$ cat src/rtl/scan_loader.sv
// Scan-chain programmer: shifts a parallel word MSB-first into the configuration
// chain and captures the displaced chain contents for readback.
module scan_loader #(
  parameter int unsigned CHAIN_LEN = 8,
  parameter int unsigned CLK_DIV   = 1
) (
  input  logic                 clk,
  input  logic                 reset,
  input  logic                 cfg_valid,
  output logic                 cfg_ready,
  input  logic [CHAIN_LEN-1:0] cfg_data,
  output logic                 scan_en,
  output logic                 scan_in,
  input  logic                 scan_out,
  output logic                 busy,
  output logic                 done,
  output logic [CHAIN_LEN-1:0] rd_data
);

  localparam int unsigned BIT_W  = $clog2(CHAIN_LEN + 1);
  localparam int unsigned SLOT_W = (CLK_DIV > 1) ? $clog2(CLK_DIV) : 1;
  localparam logic [BIT_W-1:0]  LAST_BIT  = BIT_W'(CHAIN_LEN - 1);
  localparam logic [SLOT_W-1:0] LAST_SLOT = SLOT_W'(CLK_DIV - 1);
  localparam logic              EN_AT_START = (CLK_DIV == 1);

  typedef enum logic [1:0] {
    IDLE  = 2'd0,
    SHIFT = 2'd1,
    DONE  = 2'd2
  } state_t;

  state_t state, state_nxt;

  logic [BIT_W-1:0]     bit_cnt, bit_cnt_nxt;
  logic [SLOT_W-1:0]    slot_cnt, slot_cnt_nxt, slot_inc;
  logic [CHAIN_LEN-1:0] shift_buf, shift_buf_nxt;
  logic [CHAIN_LEN-1:0] rd_shift, rd_shift_nxt;
  logic [CHAIN_LEN-1:0] rd_data_nxt;
  logic scan_en_nxt, scan_in_nxt, busy_nxt, done_nxt, cfg_ready_nxt;
  logic accept, last_slot, last_bit;

  assign accept    = cfg_valid & cfg_ready;
  assign last_slot = (slot_cnt == LAST_SLOT);
  assign last_bit  = (bit_cnt == LAST_BIT);
  assign slot_inc  = slot_cnt + SLOT_W'(1);

  // State, datapath and registered outputs
  always_ff @(posedge clk) begin
    if (reset) begin
      state     <= IDLE;
      bit_cnt   <= '0;
      slot_cnt  <= '0;
      shift_buf <= '0;
      rd_shift  <= '0;
      rd_data   <= '0;
      scan_en   <= 1'b0;
      scan_in   <= 1'b0;
      busy      <= 1'b0;
      done      <= 1'b0;
      cfg_ready <= 1'b0;
    end else begin
      state     <= state_nxt;
      bit_cnt   <= bit_cnt_nxt;
      slot_cnt  <= slot_cnt_nxt;
      shift_buf <= shift_buf_nxt;
      rd_shift  <= rd_shift_nxt;
      rd_data   <= rd_data_nxt;
      scan_en   <= scan_en_nxt;
      scan_in   <= scan_in_nxt;
      busy      <= busy_nxt;
      done      <= done_nxt;
      cfg_ready <= cfg_ready_nxt;
    end
  end

  // Next-state logic
  always_comb begin
    state_nxt = state;
    case (state)
      IDLE, DONE: state_nxt = accept ? SHIFT : IDLE;
      SHIFT:      if (last_slot && last_bit) state_nxt = DONE;
      default:    state_nxt = IDLE;
    endcase
  end

  // Next values of counters, buffers and outputs
  always_comb begin
    bit_cnt_nxt   = bit_cnt;
    slot_cnt_nxt  = slot_cnt;
    shift_buf_nxt = shift_buf;
    rd_data_nxt   = rd_data;
    scan_en_nxt   = 1'b0;
    scan_in_nxt   = 1'b0;
    done_nxt      = 1'b0;
    busy_nxt      = (state_nxt == SHIFT);
    cfg_ready_nxt = (state_nxt != SHIFT);
    // Capture the pre-shift chain MSB on every shift edge
    rd_shift_nxt  = scan_en ? {rd_shift[CHAIN_LEN-2:0], scan_out} : rd_shift;

    case (state)
      IDLE, DONE: begin
        if (accept) begin
          bit_cnt_nxt   = '0;
          slot_cnt_nxt  = '0;
          shift_buf_nxt = {cfg_data[CHAIN_LEN-2:0], 1'b0};
          scan_in_nxt   = cfg_data[CHAIN_LEN-1];
          scan_en_nxt   = EN_AT_START;
        end
      end
      SHIFT: begin
        if (last_slot) begin
          slot_cnt_nxt = '0;
          if (last_bit) begin
            done_nxt    = 1'b1;
            rd_data_nxt = rd_shift_nxt;
          end else begin
            bit_cnt_nxt   = bit_cnt + BIT_W'(1);
            shift_buf_nxt = {shift_buf[CHAIN_LEN-2:0], 1'b0};
            scan_in_nxt   = shift_buf[CHAIN_LEN-1];
            scan_en_nxt   = EN_AT_START;
          end
        end else begin
          slot_cnt_nxt = slot_inc;
          scan_in_nxt  = scan_in;
          scan_en_nxt  = (slot_inc == LAST_SLOT);
        end
      end
      default: ;
    endcase
  end

endmodule

$ cat config.mk
export PLATFORM = sky130hd
export DESIGN_NAME = scan_loader
export DESIGN_NICKNAME = d
export VERILOG_FILES = /design/src/rtl/scan_loader.sv
export SDC_FILE = /design/constraint.sdc
export NUM_CORES = 1
export LEC_CHECK = 0
export BUFFER_PORTS_ARGS = -buffer_cell sky130_fd_sc_hd__buf_4
export CAP_MARGIN = 20
export CORE_ASPECT_RATIO = 0.5
export CORE_MARGIN = 5
export CORE_UTILIZATION = 45
export CTS_BUF_LIST = sky130_fd_sc_hd__clkbuf_4 sky130_fd_sc_hd__clkbuf_8
export DETAILED_ROUTE_END_ITERATION = 10
export PLACE_DENSITY = 0.64
export SETUP_SLACK_MARGIN = 0.15
export SLEW_MARGIN = 20
export SYNTH_ARGS = -nofsm -noshare
export SYNTH_HDL_FRONTEND = slang
export SYNTH_SLANG_ARGS = --single-unit
$ cat constraint.sdc
create_clock -name clk -period 1.6 [get_ports clk]
set_input_delay 0.16 -clock clk [delete_from_list [all_inputs] [get_ports clk]]
set_output_delay 0.16 -clock clk [all_outputs]
set_load 0.02 [all_outputs]
==> Yosys cells after proc, flatten, opt, wreduce, memory -nomap -nowiden <==
Index checks and enable logic that the tools add are counted.
{ "totals": {"register_bits": 36, "output_inout_bits": 13, "word_cells": 57} }
{ "op_classes": {"addsub": 2, "n_eq_ne": 8, "mux": 24, "n_bitwise": 4, "n_reduce_logical": 8} }
{ "op_table": {"columns": ["operator", "n"], "rows": [
  ["8-bit two-way mux", 4],
  ["8-bit case mux with 2 select lines", 1],
  ["4-bit two-way mux", 3],
  ["1-bit two-way mux", 10],
  ["4-bit case mux with 2 select lines", 1],
  ["2-bit inequality test (second input constant)", 3],
  ["1-bit case mux with 2 select lines", 3],
  ["4-bit by 1-bit adder with 4-bit output (second input constant)", 1],
  ["2-bit by 1-bit equality test with 1-bit output (second input constant)", 2],
  ["4-bit by 3-bit equality test with 1-bit output (second input constant)", 1],
  ["2-bit case mux with 2 select lines", 1],
  ["4-bit AND reduction", 1],
  ["1-bit inverter", 3],
  ["3-bit AND reduction", 1],
  ["3-bit OR reduction", 1],
  ["2-bit equality test (second input constant)", 1],
  ["2-bit logical NOT", 1],
  ["2-bit two-way mux", 1],
  ["2-bit by 1-bit inequality test with 1-bit output (second input constant)", 1],
  ["2-bit AND reduction", 1],
  ["2-bit nonzero test", 1],
  ["2-bit OR reduction", 1],
  ["1-bit adder (second input constant)", 1],
  ["1-bit AND", 1],
  ["1-bit logical AND", 1]
]} }

==> Longest topological paths before layout <==
Gate-level depths: netlist (run 1).
{ "logic_depth": {"depth_word": 5, "ltp_mapped": 5, "depth_no_buf": 4} }

==> Worst setup path before layout (run 1) <==
Ideal clock, no wire load.
{ "synth_timing": {"kind": "flip-flop to flip-flop", "from": "register bit_cnt[0]", "to": "register bit_cnt[3]", "arrival_time_ps": 1327, "path_slack_ps": 202, "stages_incl_launch_ff": 5, "period_less_slack_ps": 1398, "path_cell_list": "dfxtp_1 > ha_1 > and3b_1 > or4_1 > a21oi_1"} }
{ "synth_via": {"elab_chain_cells": 4} }
{ "synth_rtl": {"columns": ["element", "line_no", "rtl"], "rows": [
  ["from (decl)", "34", "logic [BIT_W-1:0] bit_cnt, bit_cnt_nxt;"],
  ["from (signal assigned)", "63", "bit_cnt <= bit_cnt_nxt;"],
  ["4-bit by 1-bit adder with 4-bit output", "117", "bit_cnt_nxt = bit_cnt + BIT_W'(1);"],
  ["4-bit two-way mux", "113", "if (last_bit) begin"],
  ["4-bit two-way mux", "111", "if (last_slot) begin"],
  ["4-bit case mux with 2 select lines", "100", "case (state)"]
]} }
Several ways; a longest one is shown, not always the timed one. The select of a mux whose other input is x is not followed.
A chain may end at the register's enable or synchronous reset.

==> Worst setup path after layout (run 1) <==
{ "layout_timing": {"from": "register state[1]", "to": "register shift_buf[3]"} }
{ "layout_via": {"elab_chain_cells": 4} }
{ "layout_rtl": {"columns": ["element", "line_no", "rtl"], "rows": [
  ["from (decl)", "32", "state_t state, state_nxt;"],
  ["from (signal assigned)", "62", "state <= state_nxt;"],
  ["2-bit equality test or 2-bit logical NOT (tied branches)", "100", null],
  ["2-bit OR reduction", "100", null],
  ["2-bit inequality test (no line) or 2-bit nonzero test (tied branches)", null, null],
  ["4-bit AND reduction (no line)", null, null],
  ["to (signal assigned)", "65", "shift_buf <= shift_buf_nxt;"],
  ["to (decl)", "36", "logic [CHAIN_LEN-1:0] shift_buf, shift_buf_nxt;"]
]} }
Several ways; a longest one is shown, not always the timed one.

==> results of run 1 <==
-- through the flow --
step	utilization, %	worst slack, ps	hold slack (ps)	power [mW]	instances
4_1_cts	62.0	151	133	1.90	196
6_report	63.0	227	137	1.89	196
5_1_grt	63.0	129	130	1.98	196
3_3_place_gp	57.6	146	422	1.11	188
3_5_place_dp	57.6	125	427	1.11	188
2_1_floorplan	-	202	300	1.05	131
-- worst max-delay path by stage --
stage	cells past startpoint	from	end	slack (ps)
after CTS	4	bit_cnt[0]$_SDFFE_PP0P_	bit_cnt[3]$_SDFFE_PP0P_	150
after global routing	4	state[1]$_SDFF_PP0_	shift_buf[3]$_SDFFE_PP0P_	130
final	4	state[1]$_SDFF_PP0_	shift_buf[3]$_SDFFE_PP0P_	230
after floorplan	4	bit_cnt[0]$_SDFFE_PP0P_	bit_cnt[3]$_SDFFE_PP0P_	200
after detailed placement	4	bit_cnt[0]$_SDFFE_PP0P_	bit_cnt[3]$_SDFFE_PP0P_	130
after global placement	4	bit_cnt[0]$_SDFFE_PP0P_	bit_cnt[3]$_SDFFE_PP0P_	150
-- cells in the mapped netlist, types with 3 or more instances --
library cell,instances
dfxtp_1,34
a211oi_1,22
clkbuf_1,6
nor2_1,10
a21oi_1,12
buf_2,5
mux2i_1,14
nor2b_1,4
o211ai_1,3
-- power by group through the flow --
stage	Combinational (mW)	Sequential [mW]	Clock, mW
after floorplan	0.124	0.924	0
after global placement	0.187	0.925	0
after detailed placement	0.188	0.926	0
after CTS	0.189	0.906	0.807
after global routing	0.211	0.912	0.855
final	0.191	0.908	0.787
-- sequential cells by signal (all words and copies together), names as in the netlist --
register / cells
scan_en: 1
done: 1
busy: 1
rd_shift: 8
scan_in: 1
bit_cnt: 4
cfg_ready: 1
state: 2
rd_data: 8
shift_buf: 7
-- cells in the final DEF, fill, tap and decap left out, drive strengths merged, types with 2 or more instances in the layout --
cell / n
nand3b: 2
clkbuf: 7
nand2b: 2
o21ai: 2
nor2: 10
a21oi: 12
nor3: 2
o211ai: 3
nor2b: 4
or4: 2
nand3: 2
mux2i: 14
and3b: 2
a211oi: 22
buf: 33
dfxtp: 34
-- layout make-up --
| class | count | share of cell area (%) |
|---|---|---|
| clock buffer | 7 | 4.93 |
| tap | 37 | 2.72 |
| sequential | 34 | 40.3 |
| clock inverter | 1 | 1.77 |
| timing repair buffer | 33 | 14.6 |
| multi-input combinational | 84 | 35.7 |
-- routing by layer --
metal,vias to the layer above,wire [um]
li1,540,-
met1,493,1410
met2,18,1180
met3,2,135
met4,0,8
met5,-,0
-- kinds of logic after synthesis --
family	Yosys count	share of synthesized area (%)
AND/OR/NAND/NOR	27	11.1
multiplexers	14	10.6
adder cells (fa/ha/maj)	1	0.945
AO/OA/AOI/OAI	42	21.3
buffers and inverters	13	4.73
flip-flops	34	51.4
-- critical path, cell delays in order (launching register included) --
cell      delay [ps]
dfxtp_1          350
nand2b_1         290
buf_4            250
mux2i_1          250
a211oi_2          90
-- repair_timing --
action,in CTS,in global routing
setup endpoints to repair,1,9
hold endpoints to repair,0,0
resized for setup,2,7
pin swaps,1,2
==> flow_summary_export.csv, run 1 <==
group,metric,value,unit
run_status,status,"finished, final reports clean",
clock_tree,htree_levels,2,
critical_path,r2r_setup_slack,230,ps
power_and_ir_drop,p_per_area,1110,mW/mm2
route,drc_errors,0,
timing,finalCritPeriodShare,85.8,%
global_route,antenna_found_initial,0,
route,routedWlPerCell,13.9,um
placed_design,io_buffers,24,
timing,fin_crit,1370,ps
synthesis,synth_edf_count,0,
critical_path,r2r_start,"state[1]$_SDFF_PP0_",
flow_run,maxCapViolCount,0,
critical_path,cp-end-kind,"flip-flop",
synthesis,synth_seq_area_share,51.4,%
die,initial_core_util,49.0,%
global_route,grt_overflow,0,
clock_tree,cts_buffers,5,
final_layout,fillers,239,
die,ioPinCount,25,
synthesis,synth_area_leaders,"dfxtp_1, a211oi_1, mux2i_1",
synthesis,synth_top_area_cell,"dfxtp_1",
global_route,grt_max_degree,36,
final_layout,drive_above_1_share,30.2,%
power_and_ir_drop,power_frac_clock,41.7,%
critical_path,startpoint_type,"flip-flop",
timing,tns,0,ps
power_and_ir_drop,p_comb_share,10.1,%
die,die_area,0.00419,mm2
die,rows,13,
timing,setup_violations,0,
timing,tightestPinTransition,519,ps
clock_tree,insertion_delay,270,ps
die,core_area,0.00270,mm2
clock_tree,cts.sinks,34,
clock_tree,cts_buffer_depth,2,
worst_hold_path,hold_depth,3,
timing,rsz0062_at_grt,"no",
global_route,use_met3,5.23,%
placed_design,hpwl,1870,um
synthesis,syn_avg_cell_area,10.1,um2
critical_path,cp_max_fo,9,
power_and_ir_drop,p_switching,411,uW
clock_tree,clkSlewWorstSetupHoldPaths,70,ps
critical_path,r2r_cells,4,
route,drt_iter0_markers,45,
synthesis,synth.top_cell.area_share,51.4,%
final_layout,multi_input_area,607,um2
synthesis,yosys_warnings,0,
synthesis,synth_cell_type_count,22,
timing,finClkSkew,3.24,ps
global_route,grt_pass1_wl,4520,um
final_layout,syn_to_final_growth,28.4,%
worst_hold_path,worstHoldPathType,"primary input to flip-flop",
critical_path,r2r_end,"shift_buf[3]$_SDFFE_PP0P_",
die,die_h,48.4,um
timing,max_freq,0.728,GHz
timing,finalHoldViolCount,0,
power_and_ir_drop,p_leak,0.678,nW
final_layout,seqCellArea,686,um2
synthesis,ys.flop_type,"dfxtp_1",
worst_hold_path,hold_start,"cfg_data[0]",
synthesis,postSynthNetCount,144,
worst_hold_path,hold_end,"shift_buf[1]$_SDFFE_PP0P_",
power_and_ir_drop,ir_drop,754,uV
route,drtAntennaViolNets,0,
route,vias,1053,
final_layout,layout.nets,171,
synthesis,syn_area,0.00132,mm2
global_route,top_usage_layer,"met2",
clock_tree,cts_tree,"done",
route,firstDrtPassIters,4,
route,viasPerCell,5.37,
power_and_ir_drop,switching_share,21.8,%
timing,relSlewSlack,65.4,%
timing,drv_slew,0,
critical_path,cp.arrival,1520,ps
placed_design,gp_congestion,0.808,
critical_path,critical_path_class,"flip-flop to flip-flop",
global_route,grt_pass1_vias,991,
final_layout,fin_area,0.00170,mm2
clock_tree,postCtsSetupBuffers,0,
power_and_ir_drop,p_int,1.48,mW
synthesis,synth_seq_cells,34,
synthesis,async_flop_share,0,%
die,die_w,86.7,um
placed_design,placed_cell_area,0.00156,mm2
power_and_ir_drop,seqPwrFrac,48.2,%
final_layout,antenna_cells,0,
synthesis,synthCells,131,
global_route,grtUsageTotal,13.2,%
global_route,use_met1,17.9,%
clock_tree,ctsRootBufferMaster,"clkbuf_8",
global_route,grt_util_met2,19.7,%
critical_path,cp.required,1750,ps
route,finalWirelength,2730,um
clock_tree,hold_buffers,0,
Power figures use the tool's default switching activity.
==> inputs of run 2 (changes only) <==
--- a/config.mk
+++ b/config.mk
@@ -7,12 +7,14 @@
 export LEC_CHECK = 0
 export BUFFER_PORTS_ARGS = -buffer_cell sky130_fd_sc_hd__buf_4
 export CAP_MARGIN = 20
+export CELL_PAD_IN_SITES_DETAIL_PLACEMENT = 0
+export CELL_PAD_IN_SITES_GLOBAL_PLACEMENT = 1
 export CORE_ASPECT_RATIO = 0.5
 export CORE_MARGIN = 5
-export CORE_UTILIZATION = 45
+export CORE_UTILIZATION = 43
 export CTS_BUF_LIST = sky130_fd_sc_hd__clkbuf_4 sky130_fd_sc_hd__clkbuf_8
 export DETAILED_ROUTE_END_ITERATION = 10
-export PLACE_DENSITY = 0.64
+export PLACE_DENSITY = 0.77
 export SETUP_SLACK_MARGIN = 0.15
 export SLEW_MARGIN = 20
 export SYNTH_ARGS = -nofsm -noshare
==> run 2 against run 1 <==
Effect of this change: critical path depth up 2; power is 11% lower; register-to-register slack worse by 30 ps; routed wire length up 2.6%; non-clock buffer count is the same; clock-buffer cell count shrank 2; sequential share of layout area grew 0.97 points; clock skew is essentially flat; critical endpoint is now bit_cnt[1]$_SDFFE_PP0P_; largest cell class unchanged; largest power group unchanged; highest routed layer unchanged.
==> flow_summary_export.csv, run 2 (synthesized netlist as in run 1, its figures left out) <==
group,metric,value,unit
critical_path,critPathSlowestCell,"dfxtp_4",
timing,relSlewSlack,69.6,%
final_layout,drive_above_1_share,28.5,%
timing,tightestPinTransition,456,ps
global_route,grt_util_met2,20.7,%
route,drtAntennaViolNets,0,
global_route,antenna_found_initial,0,
route,firstDrtPassIters,4,
final_layout,layout_common_cells,"buf_4, dfxtp_1, a211oi_1",
clock_tree,cts_buffers,5,
final_layout,antenna_cells,0,
final_layout,final_common_cell,"buf_4",
clock_tree,clkSlewWorstSetupHoldPaths,60,ps
critical_path,cpMostUsedCell,"buf_4",
critical_path,cp_max_fo,9,
run_status,status,"finished, final reports clean",
timing,finalCritPeriodShare,87.9,%
placed_design,hpwl,1830,um
route,drt_iter0_markers,47,
global_route,grt_pass1_vias,1034,
timing,tns,0,ps
clock_tree,cts.sinks,34,
final_layout,syn_to_final_growth,25.4,%
route,drc_errors,0,
die,core_area,0.00298,mm2
route,finalWirelength,2800,um
die,die_h,49.2,um
global_route,grt_overflow,0,
critical_path,critical_path_class,"flip-flop to flip-flop",
timing,fin_crit,1410,ps
timing,max_freq,0.711,GHz
route,routedWlPerCell,14.1,um
power_and_ir_drop,ir_drop,434,uV
die,ioPinCount,25,
clock_tree,cts_tree,"done",
power_and_ir_drop,p_leak,0.662,nW
critical_path,cp.required,1750,ps
placed_design,io_buffers,24,
critical_path,cpLargestDelayFamily,"flip-flops",
timing,setup_violations,0,
timing,finalHoldViolCount,0,
timing,drv_slew,0,
final_layout,top_regs,"rd_data x8, rd_shift x8, shift_buf x7",
global_route,grtUsageTotal,14.2,%
clock_tree,htree_levels,2,
worst_hold_path,worstHoldPathType,"primary input to flip-flop",
global_route,grt_max_degree,36,
flow_run,maxCapViolCount,0,
global_route,use_met1,19.0,%
critical_path,cp.arrival,1560,ps
global_route,use_met3,5.40,%
critical_path,path_buf_inv,2,
critical_path,slowest_delay,360,ps
clock_tree,ctsRootBufferMaster,"clkbuf_8",
die,rows,14,
die,die_w,88.5,um
route,vias,1059,
placed_design,gp_congestion,0.716,
power_and_ir_drop,p_per_area,1010,mW/mm2
die,initial_core_util,44.5,%
critical_path,cp-end-kind,"flip-flop",
global_route,grt_pass1_wl,4770,um
critical_path,startpoint_type,"flip-flop",
clock_tree,insertion_delay,280,ps
clock_tree,cts_buffer_depth,2,
final_layout,layout.nets,171,
timing,rsz0062_at_grt,"yes",
global_route,top_usage_layer,"met2",
die,die_area,0.00436,mm2
critical_path,cp_cell_sequence,"ha_4 > and3b_2 > buf_4 > buf_4 > o211ai_1 > a21oi_1",
timing,whs,131,ps
route,viasPerCell,5.35,
timing,finClkSkew,2.97,ps
[run 2: cell types whose count changed in the layout (fill, tap and decap cells not counted)]
cell / before / now
a211oi_1: 21 / 22
a211oi_2: 1 / 0
bufinv_16: 1 / 0
clkbuf_4: 2 / 0
clkinv_2: 0 / 2
or4_1: 1 / 2
or4_4: 1 / 0
[run 2: metal layers]
layer | part of all wire, % | up-vias | wire length (um)
li1 | - | 537 | -
met1 | 48 | 496 | 1340
met2 | 45 | 21 | 1250
met3 | 5.8 | 5 | 162
met4 | 1.4 | 0 | 39
met5 | 0 | - | 0
[run 2: per-stage QoR]
stage	power, mW	util [%]	setup slack (ps)	instance area, um2	std cells
after global placement	1.11	51.8	146	1540	189
final	1.67	55.8	194	1660	198
after detailed placement	1.11	51.8	102	1540	189
after global routing	1.76	55.8	140	1660	198
after floorplan	1.05	-	202	1320	131
after CTS	1.70	55.6	188	1660	198
[run 2: worst paths after layout]
path	startpoint	to	slack, ps	cells after the start
max	bit_cnt[0]$_SDFFE_PP0P_	bit_cnt[1]$_SDFFE_PP0P_	190	6
min	cfg_data[0]	shift_buf[1]$_SDFFE_PP0P_	130	3
max reg2reg	bit_cnt[0]$_SDFFE_PP0P_	bit_cnt[1]$_SDFFE_PP0P_	190	6
min reg2reg	state[1]$_SDFF_PP0_	scan_in$_SDFF_PP0_	470	1
[run 2: tightest hold or removal path, delay by kind of cell]
kind | cells | cell delay [ps]
buffers and inverters | 1 | 100
AND/OR/NAND/NOR | 1 | 50
AO/OA/AOI/OAI | 1 | 50
[run 2: layout make-up]
| type | count | area [um2] |
|---|---|---|
| Timing Repair Buffer | 33 | 248 |
| Clock inverter | 2 | 10.0 |
| Sequential cell | 34 | 686 |
| Multi-Input combinational cell | 84 | 598 |
| Fill cell | 276 | 1320 |
| Tap cell | 40 | 50.0 |
| Clock buffer | 5 | 68.8 |
[run 2: report_power, final]
group	switching (mW)	internal [mW]	total, mW
combinational	0.0970	0.0935	0.190
sequential	0.0263	0.881	0.908
clock	0.285	0.291	0.576
[run 2: timing repair]
item                                   in CTS  in global routing
resized for setup                           6                  1
endpoints found under the hold margin       0                  0
hold buffers                                0                  0
pin swaps                                   2                  3
setup buffers                               2                  0
setup endpoints to repair                   2                  7
==> inputs of run 3 (changes only) <==
--- a/config.mk
+++ b/config.mk
@@ -10,11 +10,12 @@
 export CELL_PAD_IN_SITES_DETAIL_PLACEMENT = 0
 export CELL_PAD_IN_SITES_GLOBAL_PLACEMENT = 1
 export CORE_ASPECT_RATIO = 0.5
-export CORE_MARGIN = 5
+export CORE_MARGIN = 4
 export CORE_UTILIZATION = 43
 export CTS_BUF_LIST = sky130_fd_sc_hd__clkbuf_4 sky130_fd_sc_hd__clkbuf_8
 export DETAILED_ROUTE_END_ITERATION = 10
 export PLACE_DENSITY = 0.77
+export REMOVE_ABC_BUFFERS = 1
 export SETUP_SLACK_MARGIN = 0.15
 export SLEW_MARGIN = 20
 export SYNTH_ARGS = -nofsm -noshare
==> run 3 against run 2 <==
Effect of this change: final cell count fell by 0.51%; power rose by 12%; die area fell by 6.2%; non-clock buffer count rose by 1; critical endpoint is now bit_cnt[3]$_SDFFE_PP0P_; largest power group unchanged; highest routed layer unchanged.
==> flow_summary_export.csv, run 3 (synthesized netlist as in run 1, its figures left out) <==
group,metric,value,unit
clock_tree,cts_buffer_depth,2,
route,vias,1042,
clock_tree,ctsRootBufferMaster,"clkbuf_8",
flow_run,maxCapViolCount,0,
die,die_h,47.2,um
placed_design,dp_slack,124,ps
global_route,grt_max_degree,36,
route,drt_iter0_markers,35,
clock_tree,cts.sinks,34,
global_route,grt_overflow,0,
clock_tree,cts_buffers,5,
global_route,antenna_found_initial,0,
route,finalWirelength,2800,um
critical_path,critPathSlowestCell,"or4_1",
clock_tree,htree_levels,2,
final_layout,fin_area,0.00169,mm2
timing,fin_crit,1440,ps
die,core_area,0.00277,mm2
timing,setup_violations,0,
placed_design,gp_congestion,0.720,
clock_tree,cts_tree,"done",
final_layout,syn_to_final_growth,28.0,%
final_layout,drive_above_1_share,28.7,%
timing,tightestPinTransition,517,ps
route,drtAntennaViolNets,0,
clock_tree,hold_buffers,0,
route,viasPerCell,5.29,
critical_path,critical_path_class,"flip-flop to flip-flop",
die,rows,13,
timing,relSlewSlack,65.5,%
global_route,grt_pass1_vias,1020,
power_and_ir_drop,p_leak,0.681,nW
placed_design,io_buffers,24,
critical_path,cp-end-kind,"flip-flop",
critical_path,cp_cell_sequence,"ha_4 > and3b_2 > or4_1 > a21oi_1",
timing,rsz0062_at_grt,"yes",
final_layout,layout.nets,172,
timing,finClkSkew,7.94,ps
global_route,grtUsageTotal,16.3,%
route,routedWlPerCell,14.2,um
die,die_area,0.00408,mm2
worst_hold_path,worstHoldPathType,"primary input to flip-flop",
route,firstDrtPassIters,4,
route,drc_errors,0,
final_layout,layout_common_cells,"buf_4, dfxtp_1, a211oi_1",
clock_tree,clkSlewWorstSetupHoldPaths,70,ps
clock_tree,insertion_delay,290,ps
die,die_w,86.5,um
placed_design,placed_cell_area,0.00155,mm2
critical_path,cp.required,1820,ps
final_layout,antenna_cells,0,
critical_path,cp_max_fo,5,
placed_design,hpwl,1780,um
critical_path,startpoint_type,"flip-flop",
critical_path,slowest_delay,500,ps
timing,finalCritPeriodShare,90.0,%
timing,drv_slew,0,
power_and_ir_drop,p_per_area,1100,mW/mm2
die,initial_core_util,47.9,%
run_status,status,"finished, final reports clean",
final_layout,final_common_cell,"buf_4",
global_route,grt_pass1_wl,4810,um
timing,worst_slack,161,ps
final_layout,top_regs,"rd_data x8, rd_shift x8, shift_buf x7",
timing,finalHoldViolCount,0,
die,ioPinCount,25,
critical_path,cp.arrival,1660,ps
power_and_ir_drop,ir_drop,587,uV
timing,max_freq,0.695,GHz
[run 3: cell count changes in the layout (fill, tap and decap cells not counted), sizes merged]
cell,delta
bufinv,+1
buf,+1
[run 3: per-stage QoR]
step           util, %  hold WS [ps]  TNS, ps  power (mW)  std cells
6_report          61.3           119        0        1.87        197
5_1_grt           61.3           120        0        1.96        197
4_1_cts           60.8           119        0        1.89        196
3_5_place_dp      56.0           432        0        1.11        187
3_3_place_gp      56.0           429        0        1.11        187
2_1_floorplan        -           229    -1190        1.02        118
[run 3: repair_timing]
| action | CTS | global route |
|---|---|---|
| setup buffers | 1 | 1 |
| endpoints found under the setup margin | 8 | 16 |
| hold endpoints to repair | 0 | 0 |
| resized for setup | 5 | 2 |
| pin swaps | 1 | 4 |
[run 3: path summary, 6_finish.rpt]
| kind | from | to | slack [ps] | depth (start not counted) |
|---|---|---|---|---|
| worst max-delay path | bit_cnt[0]$_SDFFE_PP0P_ | bit_cnt[3]$_SDFFE_PP0P_ | 160 | 4 |
| worst min-delay path | cfg_data[0] | shift_buf[1]$_SDFFE_PP0P_ | 120 | 3 |
| worst max register to register | bit_cnt[0]$_SDFFE_PP0P_ | bit_cnt[3]$_SDFFE_PP0P_ | 160 | 4 |
| worst min register to register | state[1]$_SDFF_PP0_ | scan_in$_SDFF_PP0_ | 480 | 1 |
[run 3: layer usage]
metal / GRT usage, % / share of wire, % / vias to the layer above
li1: - / - / 536
met1: 20.3 / 49 / 486
met2: 24.2 / 45 / 16
met3: 6.13 / 5.0 / 4
met4: 10.9 / 1.6 / 0
met5: 0 / 0 / -
[run 3: where the power goes]
part,internal [mW],switching (mW),total [mW]
clock,0.458,0.316,0.774
sequential,0.881,0.0285,0.909
combinational,0.0908,0.0930,0.184
total,1.43,0.438,1.87
[run 3: critical path, delay by kind of cell, from the launching register on]
kind	cells	cell delay, ps
AOI/OAI and AO/OA	1	130
adders and majority gates	1	160
DFF	1	360
and+or+nand+nor	2	730
[run 3: area by class of cell]
cell class / instances / area (um2)
clock buffers: 5 / 68.8
clock inverters: 3 / 40.0
fillers: 247 / 1070
multi-input cells: 84 / 594
flip-flops and latches: 34 / 686
well taps: 37 / 46.3
repair buffers: 34 / 259
